[config.mk]
export PLATFORM = sky130hd
export DESIGN_NAME = div_sequencer_flat
export DESIGN_NICKNAME = d
export VERILOG_FILES = /design/src/rtl/div_pkg.sv /design/src/rtl/div_if.sv /design/src/rtl/div_sign_fix.sv /design/src/rtl/div_sequencer.sv /design/src/flat_wrapper.sv
export SDC_FILE = /design/constraint.sdc
export NUM_CORES = 1
export LEC_CHECK = 0
export CAP_MARGIN = 20
export CORE_MARGIN = 5
export CORE_UTILIZATION = 35
export CTS_BUF_LIST = sky130_fd_sc_hd__clkbuf_4
export DETAILED_ROUTE_END_ITERATION = 12
export HOLD_SLACK_MARGIN = 0.05
export PLACE_DENSITY_LB_ADDON = 0.08
export SETUP_SLACK_MARGIN = 0.1
export SLEW_MARGIN = 20
export SYNTH_ARGS = -nofsm -noshare
export SYNTH_HDL_FRONTEND = slang
export SYNTH_SLANG_ARGS = --single-unit
[constraint.sdc]
create_clock -name clk -period 1.9 [get_ports clk]
set_input_delay 0.38 -clock clk [delete_from_list [all_inputs] [get_ports clk]]
set_output_delay 0.38 -clock clk [all_outputs]
set_load 0.1 [all_outputs]
[src/rtl/div_pkg.sv]
// Shared types and constants for the divide issue/retire sequencer.
package div_pkg;

  localparam int unsigned DIV_W_DEFAULT = 8;
  localparam int unsigned ITER_DEFAULT  = 8;
  localparam int unsigned WDOG_DEFAULT  = 12;

  localparam logic [DIV_W_DEFAULT-1:0] DBZ_QUOTIENT = '1;
  localparam logic [DIV_W_DEFAULT-1:0] SMIN = {1'b1, {(DIV_W_DEFAULT-1){1'b0}}};

  typedef enum logic [1:0] {
    IDLE,
    LOAD,
    RUN,
    DONE
  } state_t;

endpackage

[src/rtl/div_if.sv]
// Request/response handshake bundle between a divide client and the sequencer.
interface div_if #(parameter int unsigned W = 8);

  logic         req_valid;
  logic         req_ready;
  logic [W-1:0] req_dividend;
  logic [W-1:0] req_divisor;
  logic         req_signed;
  logic         rsp_valid;
  logic         rsp_ready;
  logic [W-1:0] rsp_quotient;
  logic [W-1:0] rsp_remainder;
  logic         rsp_dbz;
  logic         rsp_ovf;
  logic         rsp_err;

  modport master (
    output req_valid, req_dividend, req_divisor, req_signed, rsp_ready,
    input  req_ready, rsp_valid, rsp_quotient, rsp_remainder, rsp_dbz, rsp_ovf, rsp_err
  );

  modport slave (
    input  req_valid, req_dividend, req_divisor, req_signed, rsp_ready,
    output req_ready, rsp_valid, rsp_quotient, rsp_remainder, rsp_dbz, rsp_ovf, rsp_err
  );

endinterface

[src/rtl/div_sign_fix.sv]
// Conditional two's-complement negation; serves both as abs() and as sign fix-up.
module div_sign_fix #(
  parameter int unsigned W = 8
) (
  input  logic [W-1:0] a,
  input  logic         neg,
  output logic [W-1:0] y
);

  assign y = neg ? (~a + 1'b1) : a;

endmodule

[src/rtl/div_sequencer.sv]
// Issue/retire stage around the radix-2 divider core: operand prep, core
// sequencing, sign fix-up, special-case handling and a watchdog.
module div_sequencer
  import div_pkg::*;
#(
  parameter int unsigned DIV_W = DIV_W_DEFAULT,
  parameter int unsigned ITER  = ITER_DEFAULT,
  parameter int unsigned WDOG  = WDOG_DEFAULT
) (
  input  logic             clk,
  input  logic             rst,
  div_if.slave             bus,
  output logic             div_start,
  output logic [DIV_W-1:0] div_dividend,
  output logic [DIV_W-1:0] div_divisor,
  input  logic [DIV_W-1:0] div_quotient,
  input  logic [DIV_W-1:0] div_remainder,
  input  logic             div_ready
);

  // Counter sized for whichever is longer, the core's iteration span or the limit.
  localparam int unsigned CNT_W = $clog2(((WDOG > ITER) ? WDOG : ITER) + 1);

  state_t             state, state_nxt;
  logic [CNT_W-1:0]   wdog;
  logic               signed_q, qneg_q, rneg_q;
  logic [DIV_W-1:0]   quo_q, rem_q;
  logic               dbz_q, ovf_q, err_q;
  logic [DIV_W-1:0]   dvd_abs, dvs_abs, quo_fix, rem_fix;
  logic               is_dbz, is_ovf, wdog_hit;

  div_sign_fix #(.W(DIV_W)) u_abs_dvd (
    .a(bus.req_dividend), .neg(bus.req_signed & bus.req_dividend[DIV_W-1]), .y(dvd_abs));
  div_sign_fix #(.W(DIV_W)) u_abs_dvs (
    .a(bus.req_divisor), .neg(bus.req_signed & bus.req_divisor[DIV_W-1]), .y(dvs_abs));
  div_sign_fix #(.W(DIV_W)) u_fix_quo (
    .a(div_quotient), .neg(signed_q & qneg_q), .y(quo_fix));
  div_sign_fix #(.W(DIV_W)) u_fix_rem (
    .a(div_remainder), .neg(signed_q & rneg_q), .y(rem_fix));

  assign is_dbz   = (bus.req_divisor == '0);
  assign is_ovf   = bus.req_signed && (bus.req_dividend == SMIN) && (bus.req_divisor == '1);
  assign wdog_hit = (wdog == CNT_W'(WDOG - 1));

  always_ff @(posedge clk or posedge rst) begin
    if (rst) state <= IDLE;
    else     state <= state_nxt;
  end

  always_comb begin
    state_nxt     = state;
    bus.req_ready = 1'b0;
    bus.rsp_valid = 1'b0;
    div_start     = 1'b0;
    case (state)
      IDLE: begin
        bus.req_ready = 1'b1;
        if (bus.req_valid) state_nxt = (is_dbz || is_ovf) ? DONE : LOAD;
      end
      LOAD: state_nxt = RUN;
      RUN: begin
        div_start = !div_ready;
        if (div_ready || wdog_hit) state_nxt = DONE;
      end
      DONE: begin
        bus.rsp_valid = 1'b1;
        if (bus.rsp_ready) state_nxt = IDLE;
      end
      default: state_nxt = IDLE;
    endcase
  end

  always_ff @(posedge clk or posedge rst) begin
    if (rst) begin
      div_dividend <= '0;
      div_divisor  <= '0;
      signed_q     <= 1'b0;
      qneg_q       <= 1'b0;
      rneg_q       <= 1'b0;
      wdog         <= '0;
      quo_q        <= '0;
      rem_q        <= '0;
      dbz_q        <= 1'b0;
      ovf_q        <= 1'b0;
      err_q        <= 1'b0;
    end else begin
      case (state)
        IDLE: if (bus.req_valid) begin
          div_dividend <= dvd_abs;
          div_divisor  <= dvs_abs;
          signed_q     <= bus.req_signed;
          qneg_q       <= bus.req_dividend[DIV_W-1] ^ bus.req_divisor[DIV_W-1];
          rneg_q       <= bus.req_dividend[DIV_W-1];
          dbz_q        <= is_dbz;
          ovf_q        <= is_ovf && !is_dbz;
          err_q        <= 1'b0;
          if (is_dbz) begin
            quo_q <= DBZ_QUOTIENT;
            rem_q <= bus.req_dividend;
          end else if (is_ovf) begin
            quo_q <= SMIN;
            rem_q <= '0;
          end
        end
        LOAD: wdog <= '0;
        RUN: begin
          if (div_ready) begin
            quo_q <= quo_fix;
            rem_q <= rem_fix;
          end else if (wdog_hit) begin
            err_q <= 1'b1;
            quo_q <= '0;
            rem_q <= '0;
          end else begin
            wdog <= wdog + 1'b1;
          end
        end
        default: ;
      endcase
    end
  end

  assign bus.rsp_quotient  = quo_q;
  assign bus.rsp_remainder = rem_q;
  assign bus.rsp_dbz       = dbz_q;
  assign bus.rsp_ovf       = ovf_q;
  assign bus.rsp_err       = err_q;

endmodule
[src/flat_wrapper.sv]
// flat-port wrapper written by rule: the top's interface ports become plain ports
module div_sequencer_flat import div_pkg::*;
#(
  parameter int unsigned DIV_W = DIV_W_DEFAULT,
  parameter int unsigned ITER  = ITER_DEFAULT,
  parameter int unsigned WDOG  = WDOG_DEFAULT
)
  (clk, rst, div_start, div_dividend, div_divisor, div_quotient, div_remainder, div_ready, bus_req_valid, bus_req_dividend, bus_req_divisor, bus_req_signed, bus_rsp_ready, bus_req_ready, bus_rsp_valid, bus_rsp_quotient, bus_rsp_remainder, bus_rsp_dbz, bus_rsp_ovf, bus_rsp_err);
  div_if bus_i ();
  input  logic clk;
  input  logic rst;
  output logic div_start;
  output logic [DIV_W-1:0] div_dividend;
  output logic [DIV_W-1:0] div_divisor;
  input  logic [DIV_W-1:0] div_quotient;
  input  logic [DIV_W-1:0] div_remainder;
  input  logic div_ready;
  input wire logic [$bits(bus_i.req_valid)-1:0] bus_req_valid;
  input wire logic [$bits(bus_i.req_dividend)-1:0] bus_req_dividend;
  input wire logic [$bits(bus_i.req_divisor)-1:0] bus_req_divisor;
  input wire logic [$bits(bus_i.req_signed)-1:0] bus_req_signed;
  input wire logic [$bits(bus_i.rsp_ready)-1:0] bus_rsp_ready;
  output wire logic [$bits(bus_i.req_ready)-1:0] bus_req_ready;
  output wire logic [$bits(bus_i.rsp_valid)-1:0] bus_rsp_valid;
  output wire logic [$bits(bus_i.rsp_quotient)-1:0] bus_rsp_quotient;
  output wire logic [$bits(bus_i.rsp_remainder)-1:0] bus_rsp_remainder;
  output wire logic [$bits(bus_i.rsp_dbz)-1:0] bus_rsp_dbz;
  output wire logic [$bits(bus_i.rsp_ovf)-1:0] bus_rsp_ovf;
  output wire logic [$bits(bus_i.rsp_err)-1:0] bus_rsp_err;
  assign bus_i.req_valid = bus_req_valid;
  assign bus_i.req_dividend = bus_req_dividend;
  assign bus_i.req_divisor = bus_req_divisor;
  assign bus_i.req_signed = bus_req_signed;
  assign bus_i.rsp_ready = bus_rsp_ready;
  assign bus_req_ready = bus_i.req_ready;
  assign bus_rsp_valid = bus_i.rsp_valid;
  assign bus_rsp_quotient = bus_i.rsp_quotient;
  assign bus_rsp_remainder = bus_i.rsp_remainder;
  assign bus_rsp_dbz = bus_i.rsp_dbz;
  assign bus_rsp_ovf = bus_i.rsp_ovf;
  assign bus_rsp_err = bus_i.rsp_err;
  div_sequencer #(.DIV_W(DIV_W), .ITER(ITER), .WDOG(WDOG)) u_core (.clk(clk), .rst(rst), .bus(bus_i), .div_start(div_start), .div_dividend(div_dividend), .div_divisor(div_divisor), .div_quotient(div_quotient), .div_remainder(div_remainder), .div_ready(div_ready));
endmodule
# Yosys cells after proc, flatten, opt, wreduce, memory -nomap -nowiden
# Index checks and enable logic that the tools add are counted.
# classes
add_sub_neg	5
eq_ne	14
mux	30
bitwise	9
reduce_logical	16
# ops
operator	n
2-to-1 mux 8 bit	13
adder 8 x 1 -> 8 bit (second input constant)	4
NOT 8 bit	4
one-hot mux 8 bit (2 select lines)	2
equality test 8 bit (second input constant)	2
zero test 8 bit	1
2-to-1 mux 2 bit	4
2-to-1 mux 4 bit	2
inequality test 2 bit (second input constant)	4
one-hot mux 2 bit (4 select lines)	1
one-hot mux 4 bit (2 select lines)	1
AND reduction 4 bit	2
2-to-1 mux 1 bit	6
AND reduction 3 bit	2
adder 4 x 1 -> 4 bit (second input constant)	1
AND 1 bit	4
equality test 2 bit (second input constant)	2
equality test 4 bit (second input constant)	1
inequality test 2 x 1 -> 1 bit (second input constant)	2
nonzero test 2 bit	2
logical AND 1 bit	3
inequality test 3 x 1 -> 1 bit (second input constant)	1
inequality test 3 x 2 -> 1 bit (second input constant)	1
equality test 2 x 1 -> 1 bit (second input constant)	1
other kinds (6)	8
# word_totals
reg_bits	44
input_bits	38
output_inout_bits	38
word_cells	86

# Depth between registers and ports, before layout
# Gate-level depths: netlist of run 1.
# logic_depth
ltp_word	7
depth_mapped	10
mapped_depth_nobuf	7

# Hierarchy
# A second synthesis of run 1 with hierarchy kept.
# unflattened
cells_unflattened	274
area_unflattened_um2	2813.9
# modules_own_cells
mod	instances	cells_per_inst	area_per_inst_um2
div_sequencer	1	190	2128.3
div_sign_fix	4	21	171.4

# Worst setup path before layout of run 1
# No wires, ideal clock.
# synth_path
kind	register to register
startpoint	register u_core.state[0]
endpoint	register u_core.rem_q[3], in the netlist u_core.bus.rsp_remainder[3]
t_arrival_ns	2.658
required_ns	1.823
path_slack_ns	-0.835
path_stages_with_launch	11
path_buffers	3
period_less_slack_ns	2.735
cell_sequence	dfrtp_1 inv_1 ha_1 buf_2 nor2b_1 clkbuf_1 a22oi_1 o31ai_2 buf_6 nand2_1 o21ai_1
# synth_between
elab_chain_len	3
word_cells_on_any_way	8
# synth_rtl
element	line_no	text
from (decl)	div_sequencer.sv:24	state_t state, state_nxt;
from (signal assigned)	div_sequencer.sv:47	else state <= state_nxt;
equality test 2 bit or zero test 2 bit (tied branches)	div_sequencer.sv:87	case (state)
inequality test 3 x 2 -> 1 bit (no source line) (tied with other cells)	--	
AND reduction 4 bit (no source line)	--	
to (signal assigned)	div_sequencer.sv:99	rem_q <= bus.req_dividend;
to (signal assigned)	div_sequencer.sv:109	rem_q <= rem_fix;
to (decl)	div_sequencer.sv:27	logic [DIV_W-1:0] quo_q, rem_q;
# Several ways; a longest one is shown, not always the timed one.
# A chain may end at the register's enable or synchronous reset.

# Worst setup path after layout of run 1
# layout_path
startpoint	register u_core.state[0]
endpoint	output div_start
# layout_between
elab_chain_len	2
# layout_rtl
element	line_no	text
equality test 2 bit	div_sequencer.sv:55	case (state)
2-to-1 mux 1 bit	div_sequencer.sv:55	
to (decl)	flat_wrapper.sv:12	output logic div_start;
# Every way passes these cells.

==> metrics.txt, run 1 <==
Startpoint Class=flop; number of cells on the critical path=5; global route total overflow=0; DP Worst Slack=-0.3558 ns; Slew headroom=73.53%; FF-to-FF path depth=9; # hold bufs at CTS=0; number of register bits inferred by synthesis=44; clock tree buffer depth=2; IR drop worst, VDD=0.001001 V; clock-pin slew on the worst setup and hold paths=0.14 ns; largest net degree at the start of global routing=45; vias in the first global route=2662; Post-DRT Antenna Nets=0; Final Hold Vio Count=0; I/O Buffers=75; status=completed; ys async rst share=100.0%; die area=0.009380 mm²; Residual DRC=0; Maximum Capacitance Violations=0; Clock Latency Late Sink=0.36 ns; diode count=0; first-pass GRT wire length=12.89 mm; Iteration-0 DRC Markers=102; final core area utilization=61.58%; worst-path fanout max=3; total CTS buffers=5; Routed WL=7.647 mm; CP required=1.52 ns; largest stage delay on the critical path=0.41 ns; Sw Share=55.41%; GPL Wtd Cong=0.8251; Min-Delay Path Class=in2async; unrepaired setup endpoints after global routing=yes; Root Driver=clkbuf_4; CP delay by family, top=flip-flops; CTS sink count=44; syn avg cell area=9.072 µm²; setup violators final=0; Total GRT Usage=16.38%; routed len/inst=14.37 µm; kind of critical path=reg2out; Die Wd=96.85 µm; via count=2608; register area share after synthesis=41.71%; Synth cell types=43; NetSw=4.270 mW; minimum clock period=1.782 ns; Bufs and invs on worst path=3; Placement Rows=31; final worst setup slack=0.1184 ns; combinational power share=72.3%; Max Slew Vio Count=0; Worst Max-Slew Pin Slew=0.3941 ns; critical path capture point type=output pin; Lkg Pwr=2.118 nW; sequential power share=21.4%; Pwr per Cell Area=1716 mW/mm²; core area=0.007292 mm²; drt first pass iters=4; Yosys warnings=0; slowest CP cell=dfrtp_1; HPWL Detailed=5.531 mm; crit path DAT=1.40 ns; Synth-to-Final Area Change=70.09%; Max Clock Skew=0.01290 ns; Post-synth EDFFs=0; Synth Instances=291; max frequency=561.3 MHz; CTS tree=done; internal power=3.437 mW; initial antenna violation count=0; Post-Syn Nets=340; crit share post-route=93.77%; Avg Vias per Cell=4.902; setup TNS=0 ns; H-tree depth=2; Clk pwr share=6.2%; Starting Density=36.20%; Mapped Area=0.002640 mm²; Die Ht=96.85 µm; CP Cell Sequence=inv_2 > ha_4 > nor2b_4 > buf_6 > buf_12; layout cell share with drive strength beyond 1=37.41%; Synth Flop Type=dfrtp_1; nets@finish=481; I/O pin cnt=76
==> metal layers <==
metal  vias up  GRT usage [%]  part of all wire [%]
met5         -              0                     0
met4         0          4.536                   1.4
met3         9          3.165                   3.2
met2        49          27.87                    49
met1      1245          21.14                    46
li1       1305              -                     -
==> cell type report <==
class / count / area, µm²
inverter: 16 / 60.06
fill: 665 / 2801
tap: 99 / 123.9
clock inverter: 1 / 3.754
sequential: 44 / 1102
clock buffer: 7 / 52.55
multi-input combinational: 219 / 1551
timing repair buffer: 146 / 1597
==> worst min-delay path, stage by stage <==
cell             delay, ns
clkdlybuf4s50_1       0.41
inv_2                 0.07
buf_12                0.24
==> synthesized netlist by cell type, types with 2 or more instances <==
master | number | area share, %
a211oi_1 | 4 | 1.1
a21oi_1 | 19 | 3.6
a22oi_1 | 6 | 1.7
a31oi_1 | 3 | 0.71
a32oi_1 | 2 | 0.66
and3_1 | 2 | 0.47
buf_6 | 3 | 1.3
clkbuf_1 | 7 | 1.0
dfrtp_1 | 44 | 42
ha_1 | 11 | 5.2
inv_1 | 16 | 2.3
mux2_2 | 6 | 2.6
mux2i_1 | 4 | 1.5
nand2_1 | 45 | 6.4
nand2b_1 | 3 | 0.71
nand3_1 | 2 | 0.38
nand4_1 | 2 | 0.47
nor2_1 | 20 | 2.8
nor3_1 | 10 | 1.9
nor4_1 | 5 | 1.2
o21ai_0 | 21 | 4.0
o21ai_1 | 5 | 0.95
o21ai_2 | 9 | 3.0
xnor2_1 | 11 | 3.6
xor2_1 | 13 | 4.3
==> flip-flops by register name, summed over array words and instances (netlist names) <==
name / flops
u_core.qneg_q: 1
u_core.bus.rsp_dbz: 1
u_core.state: 2
u_core.wdog: 4
u_core.div_divisor: 8
u_core.bus.rsp_ovf: 1
u_core.div_dividend: 8
u_core.bus.rsp_err: 1
u_core.rneg_q: 1
u_core.bus.rsp_quotient: 8
u_core.signed_q: 1
u_core.bus.rsp_remainder: 8
==> cell usage in the layout, fill, tap and decap left out, types with 3 or more instances in the layout <==
master,n
a21oi_1,18
buf_12,30
inv_2,4
buf_4,75
nand2_2,3
nand2_1,41
o21ai_1,5
dlygate4sd2_1,9
ha_4,3
buf_6,3
clkbuf_4,7
mux2_2,6
dfrtp_1,43
ha_1,7
xor2_1,13
nor2_1,20
xnor2_1,11
clkdlybuf4s50_1,21
nor3_1,9
inv_1,12
dlymetal6s2s_1,5
o21ai_2,10
a22oi_1,5
a31oi_1,3
o21ai_0,20
nor4_1,4
mux2i_1,4
==> final timing paths <==
check                                                       startpoint                                      end  slack [ns]
worst max-delay path                       u_core.state[0]$_DFFE_PP0P_                                div_start        0.12
worst min-delay path                                               rst       u_core.div_dividend[3]$_DFFE_PP0P_        0.35
worst max register to register             u_core.state[1]$_DFFE_PP0P_  u_core.bus.rsp_remainder[6]$_DFFE_PP0P_        0.19
worst min register to register  u_core.bus.rsp_quotient[2]$_DFFE_PP0P_   u_core.bus.rsp_quotient[2]$_DFFE_PP0P_        0.49
max in group asynchronous                                          rst              u_core.state[1]$_DFFE_PP0P_        1.31
min in group clk                                    bus_req_divisor[2]        u_core.div_divisor[7]$_DFFE_PP0P_        0.42
==> power groups by stage <==
| stage | clock [mW] | sequential (mW) | combinational (mW) |
|---|---|---|---|
| after floorplan | 0 | 3.74 | 1.48 |
| after global placement | 0 | 1.68 | 5.21 |
| after detailed placement | 0 | 1.68 | 5.24 |
| after CTS | 0.499 | 1.66 | 5.49 |
| after global routing | 0.544 | 1.70 | 5.85 |
| final | 0.481 | 1.65 | 5.58 |
==> through the flow <==
stage,instances,instance area [µm²],hold slack (ns),power (mW)
final,532,4491,0.3521,7.707
after global routing,532,4491,0.3704,8.100
after CTS,527,4383,0.3521,7.648
after detailed placement,499,4119,0.4691,6.915
after global placement,499,4119,0.4648,6.885
after floorplan,291,2719,0.4497,5.218
==> timing repair <==
item	in CTS	in global routing
hold endpoints to repair	0	0
pin swaps	8	6
buffers inserted	19	5
gates resized for setup	24	20
endpoints found under the setup margin	18	19
gates cloned	1	0
==> cell families (layout without fill, tap and decap cells) <==
family                     after synthesis  in the layout  share of synthesized area (%)
and+or+nand+nor                         97             97                          17.63
AOI/OAI and AO/OA                       77             77                          18.39
DFF                                     44             44                          41.71
buffers and inverters                   28            170                          5.024
xor gates and xnor gates                24             24                          7.962
adders and majority gates               11             11                          5.213
muxes                                   10             10                          4.076
Power figures use the tool's default switching activity.
==> run 2, diff against run 1 <==
Settings changed: CAP_MARGIN 20 to unset, SETUP_SLACK_MARGIN 0.1 to 0.05.
==> run 2 against run 1 <==
Against the previous run: cell count is 0.75% higher; register-to-register slack worse by 0.16 ns; fmax is 4.5% lower; utilization is 0.12 points lower; die area stayed put; critical path depth is 6 higher; sequential power hardly changed; worst hold slack worse by 0.086 ns; critical endpoint is now u_core.bus.rsp_quotient[5]$_DFFE_PP0P_.
==> metrics.txt, run 2 (same netlist as run 1, synthesis figures left out) <==
status=completed; worst-path fanout max=6 (+3); clock-pin slew on the worst setup and hold paths=0.15 ns (about the same); combinational power share=73.0% (+0.7 points); Final Hold Vio Count=0 (unchanged); H-tree depth=2 (unchanged); crit share post-route=98.20% (+4.4 points); CP Cell Sequence=inv_2 > buf_4 > ha_4 > nand2b_4 > a22oi_2 > o31ai_4 > buf_6 > buf_12 > buf_4 > nand2_1 > o21ai_2; critical path capture point type=flop; Post-DRT Antenna Nets=0 (unchanged); CTS tree=done; Routed WL=7.466 mm (-2.4%); NetSw=4.339 mW (+1.6%); commonest non-fill, non-tap cells in the layout=buf_4 (77), dfrtp_1 (44), nand2_1 (41); Max Clock Skew=0.01528 ns (+0.002384 ns); Total GRT Usage=15.78% (-0.61 points); clock tree buffer depth=2 (unchanged); Slew headroom=75.00% (+1.5 points); GPL Wtd Cong=0.8607 (+4.3%); Min-Delay Path Class=in2async; Die Wd=96.85 µm (unchanged); minimum clock period=1.866 ns (+0.08419 ns); Die Ht=96.85 µm (unchanged); Lkg Pwr=2.082 nW (-1.7%); drt first pass iters=4 (unchanged); die area=0.009380 mm² (unchanged); Fin Hold WS=0.2662 ns (-0.08592 ns); Pwr per Cell Area=1756 mW/mm² (+2.3%); CP most frequent cell=buf_4; DP Worst Slack=-0.5010 ns (-0.1453 ns); HPWL Detailed=5.607 mm (+1.4%); I/O pin cnt=76 (unchanged); total CTS buffers=5 (unchanged); vias in the first global route=2555 (-4.0%); CP required=2.17 ns (+0.65 ns); setup TNS=0 ns (unchanged); Placement Rows=31 (unchanged); via count=2566 (-1.6%); Sw Share=55.11% (-0.30 points); Synth-to-Final Area Change=69.76%; max frequency=536.0 MHz (-4.5%); Max Slew Vio Count=0 (unchanged); Bufs and invs on worst path=5 (+2); diode count=0 (unchanged); Maximum Capacitance Violations=0 (unchanged); Iteration-0 DRC Markers=52 (-49%); core area=0.007292 mm² (unchanged); final total power=7.872 mW (+2.1%); Avg Vias per Cell=4.787 (-2.3%); final worst setup slack=0.03425 ns (-0.08419 ns); non-filler cells, final=536 (+0.75%); placed instance count=510 (+2.2%); Residual DRC=0 (unchanged); crit path DAT=2.13 ns (+0.73 ns); initial antenna violation count=0 (unchanged); first-pass GRT wire length=12.37 mm (-4.0%); IR drop worst, VDD=0.001224 V (+22%); I/O Buffers=75 (unchanged); CTS sink count=44 (unchanged); routed len/inst=13.93 µm (-3.1%); unrepaired setup endpoints after global routing=yes; nets@finish=485 (+0.83%); Startpoint Class=flop; Starting Density=36.20% (unchanged); internal power=3.534 mW (+2.8%); largest net degree at the start of global routing=39 (-13%); CP delay by family, top=buffers and inverters; Clk pwr share=6.3% (about the same); layout cell share with drive strength beyond 1=37.30% (-0.11 points); kind of critical path=reg2reg; Worst Max-Slew Pin Slew=0.3721 ns (-0.02194 ns); Clock Latency Late Sink=0.37 ns (about the same); Root Driver=clkbuf_4; sequential power share=20.7% (-0.7 points); setup violators final=0 (unchanged); slowest CP cell=dfrtp_1; largest stage delay on the critical path=0.39 ns (-0.02 ns); commonest non-fill, non-tap cell in the layout=buf_4; global route total overflow=0 (unchanged)
==> run 2: per-layer routing <==
| metal | part of all wire [%] | up-vias | track usage, % |
|---|---|---|---|
| li1 | - | 1305 | - |
| met1 | 47 | 1201 | 20.81 |
| met2 | 48 | 55 | 26.59 |
| met3 | 3.9 | 5 | 3.453 |
| met4 | 0.90 | 0 | 3.240 |
| met5 | 0 | - | 0 |
==> run 2: through the flow <==
| stage | area [µm²] | utilization, % |
|---|---|---|
| after floorplan | 2688 | - |
| after global placement | 4144 | 56.83 |
| after detailed placement | 4144 | 56.83 |
| after CTS | 4407 | 60.43 |
| after global routing | 4482 | 61.46 |
| final | 4482 | 61.46 |
==> run 2: final cells by class <==
cell class | instances | area (µm²)
clock buffers | 5 | 37.54
clock inverters | 3 | 23.77
flip-flops and latches | 44 | 1101
well taps | 99 | 123.9
fillers | 657 | 2810
inverters | 16 | 60.06
repair buffers | 150 | 1608
multi-input cells | 219 | 1528
==> run 2: power groups by stage <==
stage	clock network [mW]	logic [mW]	registers [mW]
after floorplan	0	1.44	3.74
after global placement	0	5.24	1.66
after detailed placement	0	5.27	1.66
after CTS	0.511	5.64	1.64
after global routing	0.549	6.00	1.69
final	0.493	5.75	1.63
==> run 2: worst paths after layout <==
kind                                                          end                              startpoint  depth (start not counted)  slack (ns)
max                        u_core.bus.rsp_quotient[5]$_DFFE_PP0P_             u_core.state[0]$_DFFE_PP0P_                         11        0.03
min                            u_core.div_dividend[4]$_DFFE_PP0P_                                     rst                          2        0.27
max reg2reg                u_core.bus.rsp_quotient[5]$_DFFE_PP0P_             u_core.state[0]$_DFFE_PP0P_                         11        0.03
min reg2reg                u_core.bus.rsp_quotient[2]$_DFFE_PP0P_  u_core.bus.rsp_quotient[2]$_DFFE_PP0P_                          2        0.50
max in group asynchronous  u_core.bus.rsp_quotient[4]$_DFFE_PP0P_                                     rst                          3        1.15
min in group clk               u_core.div_dividend[0]$_DFFE_PP0P_                     bus_req_dividend[0]                          3        0.37
==> run 2: worst register-to-register path, stage by stage, from the launching register on <==
cell      delay (ns)
dfrtp_1         0.39
inv_2           0.06
buf_4           0.15
ha_4            0.19
nand2b_4        0.14
a22oi_2         0.20
o31ai_4         0.12
buf_6           0.13
buf_12          0.12
buf_4           0.15
nand2_1         0.07
o21ai_2         0.05
==> run 2: what timing repair did <==
item | CTS | global route
endpoints found under the setup margin | 18 | 9
resized for setup | 31 | 11
hold buffers | 0 | 0
pin swaps | 12 | 6
cloned | 1 | 0
buffers inserted | 12 | 5
==> run 3, diff against run 2 <==
Settings changed: CELL_PAD_IN_SITES_DETAIL_PLACEMENT set to 0, CELL_PAD_IN_SITES_GLOBAL_PLACEMENT set to 1, CORE_ASPECT_RATIO set to 1.1, CORE_UTILIZATION 35 to 33.
==> run 3 against run 2 <==
Against the previous run: clock power up 20%; worst setup slack gained 0.028 ns; routed wire length grew 3.3%; via count grew 0.51%; worst hold slack improved by 0.026 ns; cell count increased by 1.9%; largest cell class unchanged; clock skew is 0.0015 ns lower; sequential power is 4% higher; die area up 5.4%; flip-flop and latch count did not move; power is 1.5% higher.
==> metrics.txt, run 3 (same netlist as run 1, synthesis figures left out) <==
total CTS buffers=5 (unchanged); Die Ht=103.8 µm (+7.2%); Max Clock Skew=0.01383 ns (-0.001456 ns); CTS sink count=44 (unchanged); Worst Max-Slew Pin Slew=0.4286 ns (+0.05648 ns); final worst setup slack=0.06219 ns (+0.02794 ns); kind of critical path=reg2out; Placement Rows=34 (+9.7%); IR drop worst, VDD=0.001310 V (+7.1%); Clk pwr share=7.4% (+1.1 points); unrepaired setup endpoints after global routing=yes; drt first pass iters=4 (unchanged); DP Worst Slack=-0.4645 ns (+0.03655 ns); critical path capture point type=output pin; Final Hold Vio Count=0 (unchanged); HPWL Detailed=5.695 mm (+1.6%); I/O Buffers=75 (unchanged); H-tree depth=2 (unchanged); status=completed; clock-pin slew on the worst setup and hold paths=0.14 ns (about the same); global route total overflow=0 (unchanged); commonest non-fill, non-tap cell in the layout=buf_4; Lkg Pwr=2.133 nW (+2.4%); internal power=3.632 mW (+2.8%); max frequency=544.1 MHz (+1.5%); Max Slew Vio Count=0 (unchanged); CTS tree=done; Starting Density=33.55% (-2.7 points); Startpoint Class=flop; combinational power share=71.4% (-1.6 points); Slew headroom=71.21% (-3.8 points); minimum clock period=1.838 ns (-0.02794 ns); nets@finish=486 (+0.21%); initial antenna violation count=0 (unchanged); Post-DRT Antenna Nets=0 (unchanged); CP required=1.52 ns (-0.65 ns); Root Driver=clkbuf_4; Clock Latency Late Sink=0.36 ns (about the same); crit share post-route=96.73% (-1.5 points); largest net degree at the start of global routing=45 (+15%); Pwr per Cell Area=1739 mW/mm² (-1.0%); GPL Wtd Cong=0.7870 (-8.6%); Sw Share=54.55% (-0.56 points); Synth-to-Final Area Change=74.08%; Fin Hold WS=0.2927 ns (+0.02646 ns); die area=0.009891 mm² (+5.4%); worst-path fanout max=3 (-3); Iteration-0 DRC Markers=89 (+71%); I/O pin cnt=76 (unchanged); via count=2579 (+0.51%); routed len/inst=14.13 µm (+1.4%); layout cell share with drive strength beyond 1=37.67% (+0.37 points); vias in the first global route=2707 (+5.9%); NetSw=4.359 mW (+0.48%); Residual DRC=0 (unchanged); crit path DAT=1.46 ns (-0.67 ns); clock tree buffer depth=2 (unchanged); commonest non-fill, non-tap cells in the layout=buf_4 (72), dfrtp_1 (44), nand2_1 (39); sequential power share=21.2% (+0.5 points); Total GRT Usage=15.91% (+0.13 points); setup violators final=0 (unchanged); diode count=0 (unchanged); Min-Delay Path Class=in2reg; first-pass GRT wire length=12.70 mm (+2.7%); Die Wd=95.28 µm (-1.6%); Routed WL=7.715 mm (+3.3%); Maximum Capacitance Violations=0 (unchanged); Avg Vias per Cell=4.723 (-1.3%); core area=0.007870 mm² (+7.9%); final total power=7.991 mW (+1.5%)
## run 3: changes by cell type in the layout (fill, tap and decap cells not counted), moves of 2 or more
cell             delta
clkdlybuf4s50_1     -2
buf_4               -5
nand2_4             +2
dlygate4sd2_1       -2
clkinv_1            +2
a21oi_1             +2
a21oi_2             -2
nand2_1             -2
buf_12              +4
dlymetal6s2s_1      +3
clkinvlp_4          -2
## run 3: stage by stage
step | setup TNS [ns] | area (µm²) | std cells | utilization, %
global route | 0 | 4596 | 546 | 58.39
CTS | 0 | 4551 | 545 | 57.82
global placement | -7.735 | 4210 | 518 | 53.50
finish | 0 | 4596 | 546 | 58.39
floorplan | 0 | 2688 | 291 | -
detailed placement | -7.719 | 4210 | 518 | 53.50
## run 3: routing by layer
layer	part of all wire (%)	track usage, %	wire length [µm]	up-vias
met1	42	19.24	3256	1217
li1	-	-	-	1311
met5	0	0	0	-
met3	3.2	2.248	250	6
met2	54	28.91	4134	45
met4	0.96	3.918	74	0
## run 3: power groups by stage
stage / registers [mW] / clock network [mW] / logic [mW]
final: 1.69 / 0.591 / 5.71
after global routing: 1.75 / 0.637 / 5.99
after CTS: 1.69 / 0.608 / 5.71
after detailed placement: 1.70 / 0 / 5.34
after global placement: 1.70 / 0 / 5.31
after floorplan: 3.74 / 0 / 1.44
## run 3: timing repair
action,CTS,global route
resized for setup,31,21
buffers inserted,17,2
cloned,2,0
endpoints found under the setup margin,18,15
pin swaps,8,10
hold buffers,0,0
## run 3: cell type report
cell class	instances	area (µm²)
clock buffer	5	37.54
clock inverter	3	37.54
fill	713	3274
inverter	16	60.06
multi-input combinational	220	1558
sequential	44	1101
tap	108	135.1
timing repair buffer	150	1667
## run 3: worst max-delay path, stage by stage (launching register included)
cell and delay [ns]:
dfrtp_1 0.46, buf_4 0.15, buf_4 0.12, ha_2 0.19, buf_12 0.17
## run 3: path summary, 6_finish.rpt
check / end / startpoint / slack (ns) / cells after the start
max: bus_rsp_valid / u_core.state[1]$_DFFE_PP0P_ / 0.06 / 4
max in group asynchronous: u_core.bus.rsp_quotient[3]$_DFFE_PP0P_ / rst / 1.33 / 3
min reg2reg: u_core.div_dividend[1]$_DFFE_PP0P_ / u_core.div_dividend[1]$_DFFE_PP0P_ / 0.50 / 2
min: u_core.div_dividend[0]$_DFFE_PP0P_ / bus_req_dividend[0] / 0.29 / 3
max reg2reg: u_core.bus.rsp_remainder[3]$_DFFE_PP0P_ / u_core.state[1]$_DFFE_PP0P_ / 0.12 / 9
min in group asynchronous: u_core.div_dividend[5]$_DFFE_PP0P_ / rst / 0.36 / 3
